==> src/rtl/y_md_pkg.sv <==
// Shared encodings for the iterative multiply/divide unit.
// The decode stage reuses the op constants when it issues an RV32M operation.
package y_md_pkg;

  // Operation select
  localparam logic [1:0] MD_MUL   = 2'b00;  // low half of product
  localparam logic [1:0] MD_MULHU = 2'b01;  // high half of unsigned product
  localparam logic [1:0] MD_DIVU  = 2'b10;  // unsigned quotient
  localparam logic [1:0] MD_REMU  = 2'b11;  // unsigned remainder

  // Sequencer states
  localparam logic [1:0] S_IDLE = 2'd0;
  localparam logic [1:0] S_RUN  = 2'd1;
  localparam logic [1:0] S_DONE = 2'd2;

endpackage

==> src/rtl/y_md_addsub.sv <==
// N-bit adder/subtractor: sub=1 computes x - y as x + ~y + 1.
// cout is the carry out of the top bit; when subtracting, cout=1 means x >= y.
module y_md_addsub #(
  parameter int N = 33
) (
  input  logic [N-1:0] x,
  input  logic [N-1:0] y,
  input  logic         sub,
  output logic [N-1:0] s,
  output logic         cout
);

  logic [N-1:0] y_inv;

  // Conditional one's complement of the second operand
  generate
    for (genvar gi = 0; gi < N; gi++) begin : g_inv
      assign y_inv[gi] = y[gi] ^ sub;
    end
  endgenerate

  assign {cout, s} = {1'b0, x} + {1'b0, y_inv} + {{N{1'b0}}, sub};

endmodule

==> src/rtl/y_mul_div.sv <==
// Iterative radix-2 multiply/divide unit (MUL, MULHU, DIVU, REMU).
// One shift-add (multiply) or restoring-subtract (divide) step per cycle,
// WIDTH steps per operation; a single adder/subtractor serves both paths.
module y_mul_div
  import y_md_pkg::*;
#(
  parameter int WIDTH = 32
) (
  input  logic             clk,
  input  logic             rst,
  input  logic             start,
  input  logic [1:0]       op,
  input  logic [WIDTH-1:0] a,
  input  logic [WIDTH-1:0] b,
  output logic             busy,
  output logic             done,
  output logic [WIDTH-1:0] z
);

  localparam int CW = $clog2(WIDTH + 1);

  logic [1:0]       state_reg;
  logic [CW-1:0]    count_reg;
  logic [1:0]       op_reg;
  // acc_reg: product high half (multiply) or partial remainder (divide)
  logic [WIDTH:0]   acc_reg;
  // qr_reg: product low half / multiplier (multiply) or dividend/quotient (divide)
  logic [WIDTH-1:0] qr_reg;
  // mcand_reg: multiplicand (multiply) or divisor (divide)
  logic [WIDTH-1:0] mcand_reg;
  logic [WIDTH-1:0] z_reg;

  logic             is_div;
  logic [WIDTH:0]   shifted;
  logic [WIDTH:0]   as_x;
  logic [WIDTH:0]   as_y;
  logic [WIDTH:0]   as_sum;
  logic             as_cout;
  logic [WIDTH:0]   acc_next;
  logic [WIDTH-1:0] qr_next;
  logic [WIDTH-1:0] result_next;

  assign is_div  = op_reg[1];
  assign shifted = {acc_reg[WIDTH-1:0], qr_reg[WIDTH-1]};

  // Divide subtracts the divisor from the shifted remainder; multiply adds the
  // multiplicand to the high half only when the current multiplier bit is set.
  assign as_x = is_div ? shifted : acc_reg;
  assign as_y = (is_div || qr_reg[0]) ? {1'b0, mcand_reg} : '0;

  y_md_addsub #(.N(WIDTH + 1)) u_addsub (
    .x    (as_x),
    .y    (as_y),
    .sub  (is_div),
    .s    (as_sum),
    .cout (as_cout)
  );

  // One iteration: next accumulator/shift register values and the result they imply
  always_comb begin
    acc_next    = acc_reg;
    qr_next     = qr_reg;
    result_next = '0;
    if (is_div) begin
      // Carry out set means no borrow: trial remainder is non-negative
      acc_next = as_cout ? as_sum : shifted;
      qr_next  = {qr_reg[WIDTH-2:0], as_cout};
    end else begin
      // Shift {carry, hi, lo} right by one
      acc_next = {1'b0, as_sum[WIDTH:1]};
      qr_next  = {as_sum[0], qr_reg[WIDTH-1:1]};
    end
    case (op_reg)
      MD_MUL:   result_next = qr_next;
      MD_MULHU: result_next = acc_next[WIDTH-1:0];
      MD_DIVU:  result_next = qr_next;
      default:  result_next = acc_next[WIDTH-1:0];
    endcase
  end

  // Sequencer, operand capture, iteration registers and result register
  always_ff @(posedge clk or posedge rst) begin
    if (rst) begin
      state_reg <= S_IDLE;
      count_reg <= '0;
      op_reg    <= MD_MUL;
      acc_reg   <= '0;
      qr_reg    <= '0;
      mcand_reg <= '0;
      z_reg     <= '0;
    end else begin
      case (state_reg)
        S_IDLE, S_DONE: begin
          if (start) begin
            state_reg <= S_RUN;
            op_reg    <= op;
            acc_reg   <= '0;
            count_reg <= CW'(WIDTH);
            // Multiply preloads the multiplier into the low half; divide shifts the dividend out
            qr_reg    <= op[1] ? a : b;
            mcand_reg <= op[1] ? b : a;
          end else begin
            state_reg <= S_IDLE;
          end
        end
        S_RUN: begin
          acc_reg   <= acc_next;
          qr_reg    <= qr_next;
          count_reg <= count_reg - CW'(1);
          if (count_reg == CW'(1)) begin
            state_reg <= S_DONE;
            z_reg     <= result_next;
          end
        end
        default: state_reg <= S_IDLE;
      endcase
    end
  end

  assign busy = (state_reg == S_RUN);
  assign done = (state_reg == S_DONE);
  assign z    = z_reg;

endmodule

==> config.mk <==
export PLATFORM = sky130hd
export DESIGN_NAME = y_mul_div
export DESIGN_NICKNAME = d
export VERILOG_FILES = /design/src/rtl/y_md_pkg.sv /design/src/rtl/y_md_addsub.sv /design/src/rtl/y_mul_div.sv
export SDC_FILE = /design/constraint.sdc
export NUM_CORES = 1
export LEC_CHECK = 0
export ABC_AREA = 1
export CORE_MARGIN = 2
export CORE_UTILIZATION = 30
export CTS_BUF_LIST = sky130_fd_sc_hd__clkbuf_2 sky130_fd_sc_hd__clkbuf_4 sky130_fd_sc_hd__clkbuf_8
export DETAILED_ROUTE_END_ITERATION = 6
export HOLD_SLACK_MARGIN = 0.03
export PLACE_DENSITY_LB_ADDON = 0.25
export RECOVER_POWER = 25
export SLEW_MARGIN = 20
export SYNTH_ARGS = -nofsm -noshare
export SYNTH_HDL_FRONTEND = slang
export SYNTH_HIERARCHICAL = 1
export SYNTH_SLANG_ARGS = --single-unit
==> constraint.sdc <==
create_clock -name clk -period 4.4 [get_ports clk]
set_input_delay 0.88 -clock clk [delete_from_list [all_inputs] [get_ports clk]]
set_output_delay 0.88 -clock clk [all_outputs]
set_load 0.1 [all_outputs]
== Yosys cells after proc, flatten, opt, wreduce, memory -nomap -nowiden ==
Cells that the tools add are included.

* Bits of input ports: 69
* Output and inout bits: 34
* Word-level logic and storage cells: 75
* Memories: 0
* Bits in latches: 0
* Memory bits (read-only): 0
* Memory bits (writable): 0
* Register bits: 139

* $add $sub $neg: 3
* Reduce and logical (&&, ||, !) cells: 9
* Div/mod/pow operators: 0
* $mul: 0
* Magnitude comparators: 0
* Bitwise operators: 33
* Shifts and indexed selects: 0
* Multiplexer cells: 17
* Equal/unequal tests: 6

{| class="wikitable"
|+ Operator list
! operator !! count
|-
| $mux W32 || 6
|-
| $mux W33 || 4
|-
| $pmux W33 S2 || 1
|-
| $pmux W32 S2 || 1
|-
| $add A33 B33 Y34 || 1
|-
| $add A34 B1 Y34 || 1
|-
| $xor A1 B1 Y1 || 32
|-
| $pmux W6 S2 || 1
|-
| $eq A6 B1 Y1 const B || 1
|-
| $mux W6 || 1
|-
| $reduce_and A2 Y1 || 3
|-
| $sub A6 B1 Y6 const B || 1
|-
| $eq A2 B2 Y1 const B || 2
|-
| $logic_not A2 Y1 || 2
|-
| $pmux W2 S2 || 1
|-
| $reduce_or A2 Y1 || 2
|-
| $eq A2 B1 Y1 const B || 1
|-
| $mux W2 || 1
|-
| $ne A2 B1 Y1 const B || 1
|-
| $ne A2 B2 Y1 const B || 1
|-
| $reduce_bool A2 Y1 || 1
|-
| $logic_or A1 B1 Y1 || 1
|-
| $mux W1 || 1
|-
| $xor A1 B1 Y1 const A || 1
|}

== Logic depth before layout (Yosys ltp) ==
* Depth in word-level cells: 8
* Gate-level depth with buffers: 26
* Mapped depth without buffers: 23

== By module ==
The synthesis kept the hierarchy.

{| class="wikitable"
|+ By module, submodules not included
! module !! cells an instance !! area each (um^2) !! seq. area each (um^2) !! times used
|-
| y_mul_div || 1306 || 8376.8 || 3478.3 || 1
|-
| y_md_addsub || 498 || 2630.0 || 0.0 || 1
|}

== Worst setup path after synthesis ==
Ideal clock, no wire load.

* Path kind: register to register
* From: reg op_reg[1]
* To: reg z_reg[0], in the netlist z[0]
* Library setup time: 0.120 ns
* Arrival time: 3.014 ns
* Clock period less this slack: 3.134 ns
* Cell stages (with the launch flop): 23
* Slack: 1.266 ns
* Buffers on the path: 5
* Required time: 4.280 ns
* Cells stage by stage: dfrtp_1 buf_4 buf_6 nor2_1 buf_2 nor2_1 xor2_1 ha_1 nand2_1 nor2_1 nand3_1 nand3_2 nand3_1 nand2_1 nand2_1 nand2_1 buf_2 clkbuf_1 nand2_1 nand2_1 nand3_1 nand2_1 nand2_1

* Cells in the longest elaborated chain, start to end: 8
* Elaborated cells between the ends (all ways): 45
* Those cells by class: add/sub: 2; eq/ne: 1; mux: 6; bitwise: 33; reduce/logical: 3

{| class="wikitable"
|+ Ends and longest elaborated chain
! element !! line !! RTL
|-
| from (decl) || y_mul_div.sv:24 || <nowiki>logic [1:0] op_reg;</nowiki>
|-
| from (signal assigned) || y_mul_div.sv:96 || <nowiki>op_reg <= op;</nowiki>
|-
| $logic_or A1 B1 Y1 (*) || y_mul_div.sv:49 || <nowiki>assign as_y = (is_div || qr_reg[0]) ? {1'b0, mcand_reg} : '0;</nowiki>
|-
| $mux W32 (*) || y_mul_div.sv:49 ||
|-
| net as_y[8] || y_mul_div.sv:36 || <nowiki>logic [WIDTH:0] as_y;</nowiki>
|-
| $xor A1 B1 Y1 (*) || y_md_addsub.sv:18 || <nowiki>assign y_inv[gi] = y[gi] ^ sub;</nowiki>
|-
| $add A33 B33 Y34 (*) || y_md_addsub.sv:22 || <nowiki>assign {cout, s} = {1'b0, x} + {1'b0, y_inv} + {{N{1'b0}}, sub};</nowiki>
|-
| $add A34 B1 Y34 (*) || y_md_addsub.sv:22 ||
|-
| net as_cout || y_mul_div.sv:38 || <nowiki>logic as_cout;</nowiki>
|-
| $mux W33 || y_mul_div.sv:66 || <nowiki>acc_next = as_cout ? as_sum : shifted;</nowiki>
|-
| $mux W33 || y_mul_div.sv:64 || <nowiki>if (is_div) begin</nowiki>
|-
| $mux W32 (*) || y_mul_div.sv:73 || <nowiki>case (op_reg)</nowiki>
|-
| to (signal assigned) || y_mul_div.sv:112 || <nowiki>z_reg <= result_next;</nowiki>
|-
| to (decl) || y_mul_div.sv:31 || <nowiki>logic [WIDTH-1:0] z_reg;</nowiki>
|}

The timed path passes the listed nets; every way through them passes the cells marked *.
A chain may end at the register's enable or synchronous reset.

==> metrics.cfg <==
[setup_path]
r2r-start=op_reg[1]$_DFFE_PP0P_
cp-end-kind=async pin
cp.required_ns=4.12
worst_r2r_endpoint=z[26]$_DFFE_PP0P_
path_buf_inv=3
cp.arrival_ns=3.36
cpMaxStageDelayCell=clkbuf_2
critPathMaxStageDelay_ns=1.75
critPathTopFamily=buffers and inverters
reg2regPathDepth=23
crit_path_start_kind=input pin
crit_type=in2async
regToRegSetupSlack_ns=0.77
cp_max_fo=97
path_cells=dlygate4sd3_1 -> clkinvlp_4 -> clkbuf_2

[synthesis]
synth_ff_type=dfrtp_1
ys_seq_area_share_pct=31.6
yosys-top-cells-count=nand2_1 (816), inv_1 (193), dfrtp_1 (139)
ys_ff_latch=139
synth-edff-count=0
ys_warn_count=6
synth.distinct_cells=32
avgSynthCellArea_um2=6.10
synth-simple-area-share_pct=39.1
syn-num-nets=1908
synthTopCellsByArea=dfrtp_1 (32%), nand2_1 (28%), inv_1 (6.6%)
yosys.area.top_type=dfrtp_1
async_flop_share_pct=100
syn_area_mm2=0.0110
netlist.area_leader.share_pct=31.6
synth_top_family_by_area=simple AND/OR/NAND/NOR gates
yosysMostFrequentCell=nand2_1
synthAdderAreaFrac_pct=4.05
yosys.area_share.xor_xnor_pct=3.82
syn_inst=1804
muxShareOfSynthArea_pct=0
synth-compound-area-share_pct=10.7

[grt]
grt_use_met2_pct=32.3
grt_antenna_before_repair=0
grt_use_met1_pct=25.0
grtUsageTotal_pct=19.1
first_global_vias=10700
grt.overflow.total=0
grt_first_pass_wirelength_um=57600
grt_max_degree=98
grt.met3_usage_pct=2.85
top_usage_layer=met2

[sta]
fmax_mhz=275
drv_slew=141
slew_headroom_pct=-71.7
post-route-period-util_pct=82.7
worst_clock_skew_ns=0.0262
tightest_slew_ns=2.58
period_minus_slack_ns=3.64
finalSetupViolations=0
hold_violations=0
tns_ns=0
rsz0062_at_grt=no

[final_layout]
largest_reg_flops=33
drive_above_1_share_pct=5.65
fin_nets=1968
antenna_cells=0
syn2layout_area_growth_pct=16.1
nFillCells=3994

[run]
maxCapViolCount=2

[route]
totalWireLength_um=36300
drc=0
initialDrtViolationCount=819
wire_per_inst_um=15.5
viasPerCell=4.76
dr_total_vias=11200
first_pass_iters=5
ant_nets=0

[clock_tree]
hold_buffers=0
cts_tree=built
cts.path.max_buffers=2
clk_pin_slew_worst_paths_ns=0.11
htreeDepth=4
cts_sinks=139
cts_buffers=17
cts-resized-gates=0
cts_root_buf=clkbuf_8
cts_setup_buffers=0
worstSkewPairLatency_ns=0.49

[die]
die_h_um=196
rows=70
die_x_um=196
ioPinCount=103
die_area_mm2=0.0382
core_mm2=0.0363
initial_core_util_pct=30.3

[hold_path]
hp-class=reg2reg
worstHoldStart=z[7]$_DFFE_PP0P_
hold_depth=2
hold_end=z[7]$_DFFE_PP0P_

[outcome]
violations=max-capacitance violations, max-slew violations
status=finished with violations

[place]
hpwl_um=27100
gp_congestion=0.916
port-buffer-count=102

==> worst min-delay path, stage by stage, from the launching register on <==
cell,delay [ns]
dfrtp_1,0.35
nand2_1,0.05
nand2_1,0.05
==> layout by cell type (no fill, tap or decap), types with 2 or more instances in the layout <==
| master | Yosys | final |
|---|---|---|
| a21oi_2 | 2 | 2 |
| o22ai_1 | 2 | 2 |
| nor3_1 | 6 | 6 |
| dlygate4sd3_1 | 0 | 2 |
| o21ai_1 | 5 | 5 |
| ha_1 | 34 | 34 |
| nand3_2 | 4 | 4 |
| clkinvlp_4 | 0 | 5 |
| nand2_1 | 816 | 817 |
| clkinv_4 | 0 | 3 |
| nand2_2 | 12 | 11 |
| buf_4 | 8 | 18 |
| and2_1 | 3 | 3 |
| inv_2 | 6 | 7 |
| o21ai_0 | 109 | 109 |
| nor2_2 | 22 | 23 |
| a21oi_1 | 74 | 74 |
| nand3_1 | 82 | 82 |
| inv_1 | 193 | 191 |
| bufinv_16 | 0 | 2 |
| nor2_1 | 131 | 130 |
| o211ai_1 | 22 | 22 |
| clkbuf_8 | 0 | 19 |
| xor2_1 | 47 | 47 |
| dfrtp_1 | 139 | 137 |
| nand4_1 | 2 | 2 |
| buf_12 | 0 | 2 |
| o21bai_1 | 4 | 4 |
| clkdlybuf4s50_1 | 0 | 99 |
| inv_6 | 0 | 2 |
==> worst max-delay path by stage <==
| stage | depth (start not counted) | from | endpoint | slack (ns) |
|---|---|---|---|---|
| final | 3 | rst | op_reg[1]$_DFFE_PP0P_ | 0.76 |
| after floorplan | 22 | op_reg[1]$_DFFE_PP0P_ | z[0]$_DFFE_PP0P_ | 1.27 |
| after CTS | 23 | op_reg[1]$_DFFE_PP0P_ | z[26]$_DFFE_PP0P_ | 0.75 |
| after global placement | 23 | op_reg[1]$_DFFE_PP0P_ | z[26]$_DFFE_PP0P_ | 0.82 |
| after detailed placement | 23 | op_reg[1]$_DFFE_PP0P_ | z[26]$_DFFE_PP0P_ | 0.79 |
| after global routing | 3 | rst | op_reg[1]$_DFFE_PP0P_ | 0.21 |
==> cell type report <==
type / instances / area [um^2] / share of cell area (%)
multi-input combinational: 1383 / 6350 / 49.7
sequential: 139 / 3480 / 27.3
timing repair buffer: 124 / 1200 / 9.39
inverter: 199 / 751 / 5.88
tap: 468 / 586 / 4.58
clock buffer: 20 / 269 / 2.11
clock inverter: 12 / 139 / 1.09
==> metal layers <==
layer / up-vias / part of all wire, %
met3: 42 / 3.8
li1: 5676 / -
met5: - / 0
met4: 0 / 2.4
met2: 254 / 47
met1: 5184 / 47
==> metrics by stage <==
step                cells  hold slack (ns)  area, um^2  setup slack (ns)  utilization (%)
floorplan            1804            0.471       11000              1.27                -
CTS                  2345            0.487       12800             0.753             35.2
finish               2345            0.481       12800             0.762             35.1
detailed placement   2313            0.466       12400             0.785             34.1
global placement     2313            0.464       12400             0.818             34.1
global route         2345            0.513       12800             0.212             35.1
==> logic make-up (layout without fill, tap and decap cells) <==
family,Yosys count,in the layout
AOI/OAI and AO/OA,219,219
adders and majority gates,35,35
DFF,139,139
xor gates and xnor gates,48,48
other,1,1
and+or+nand+nor,1080,1080
buffers and inverters,282,355
Power is not shown: default switching activity piles up to over one toggle a cycle in this logic, so the estimate is an artifact.
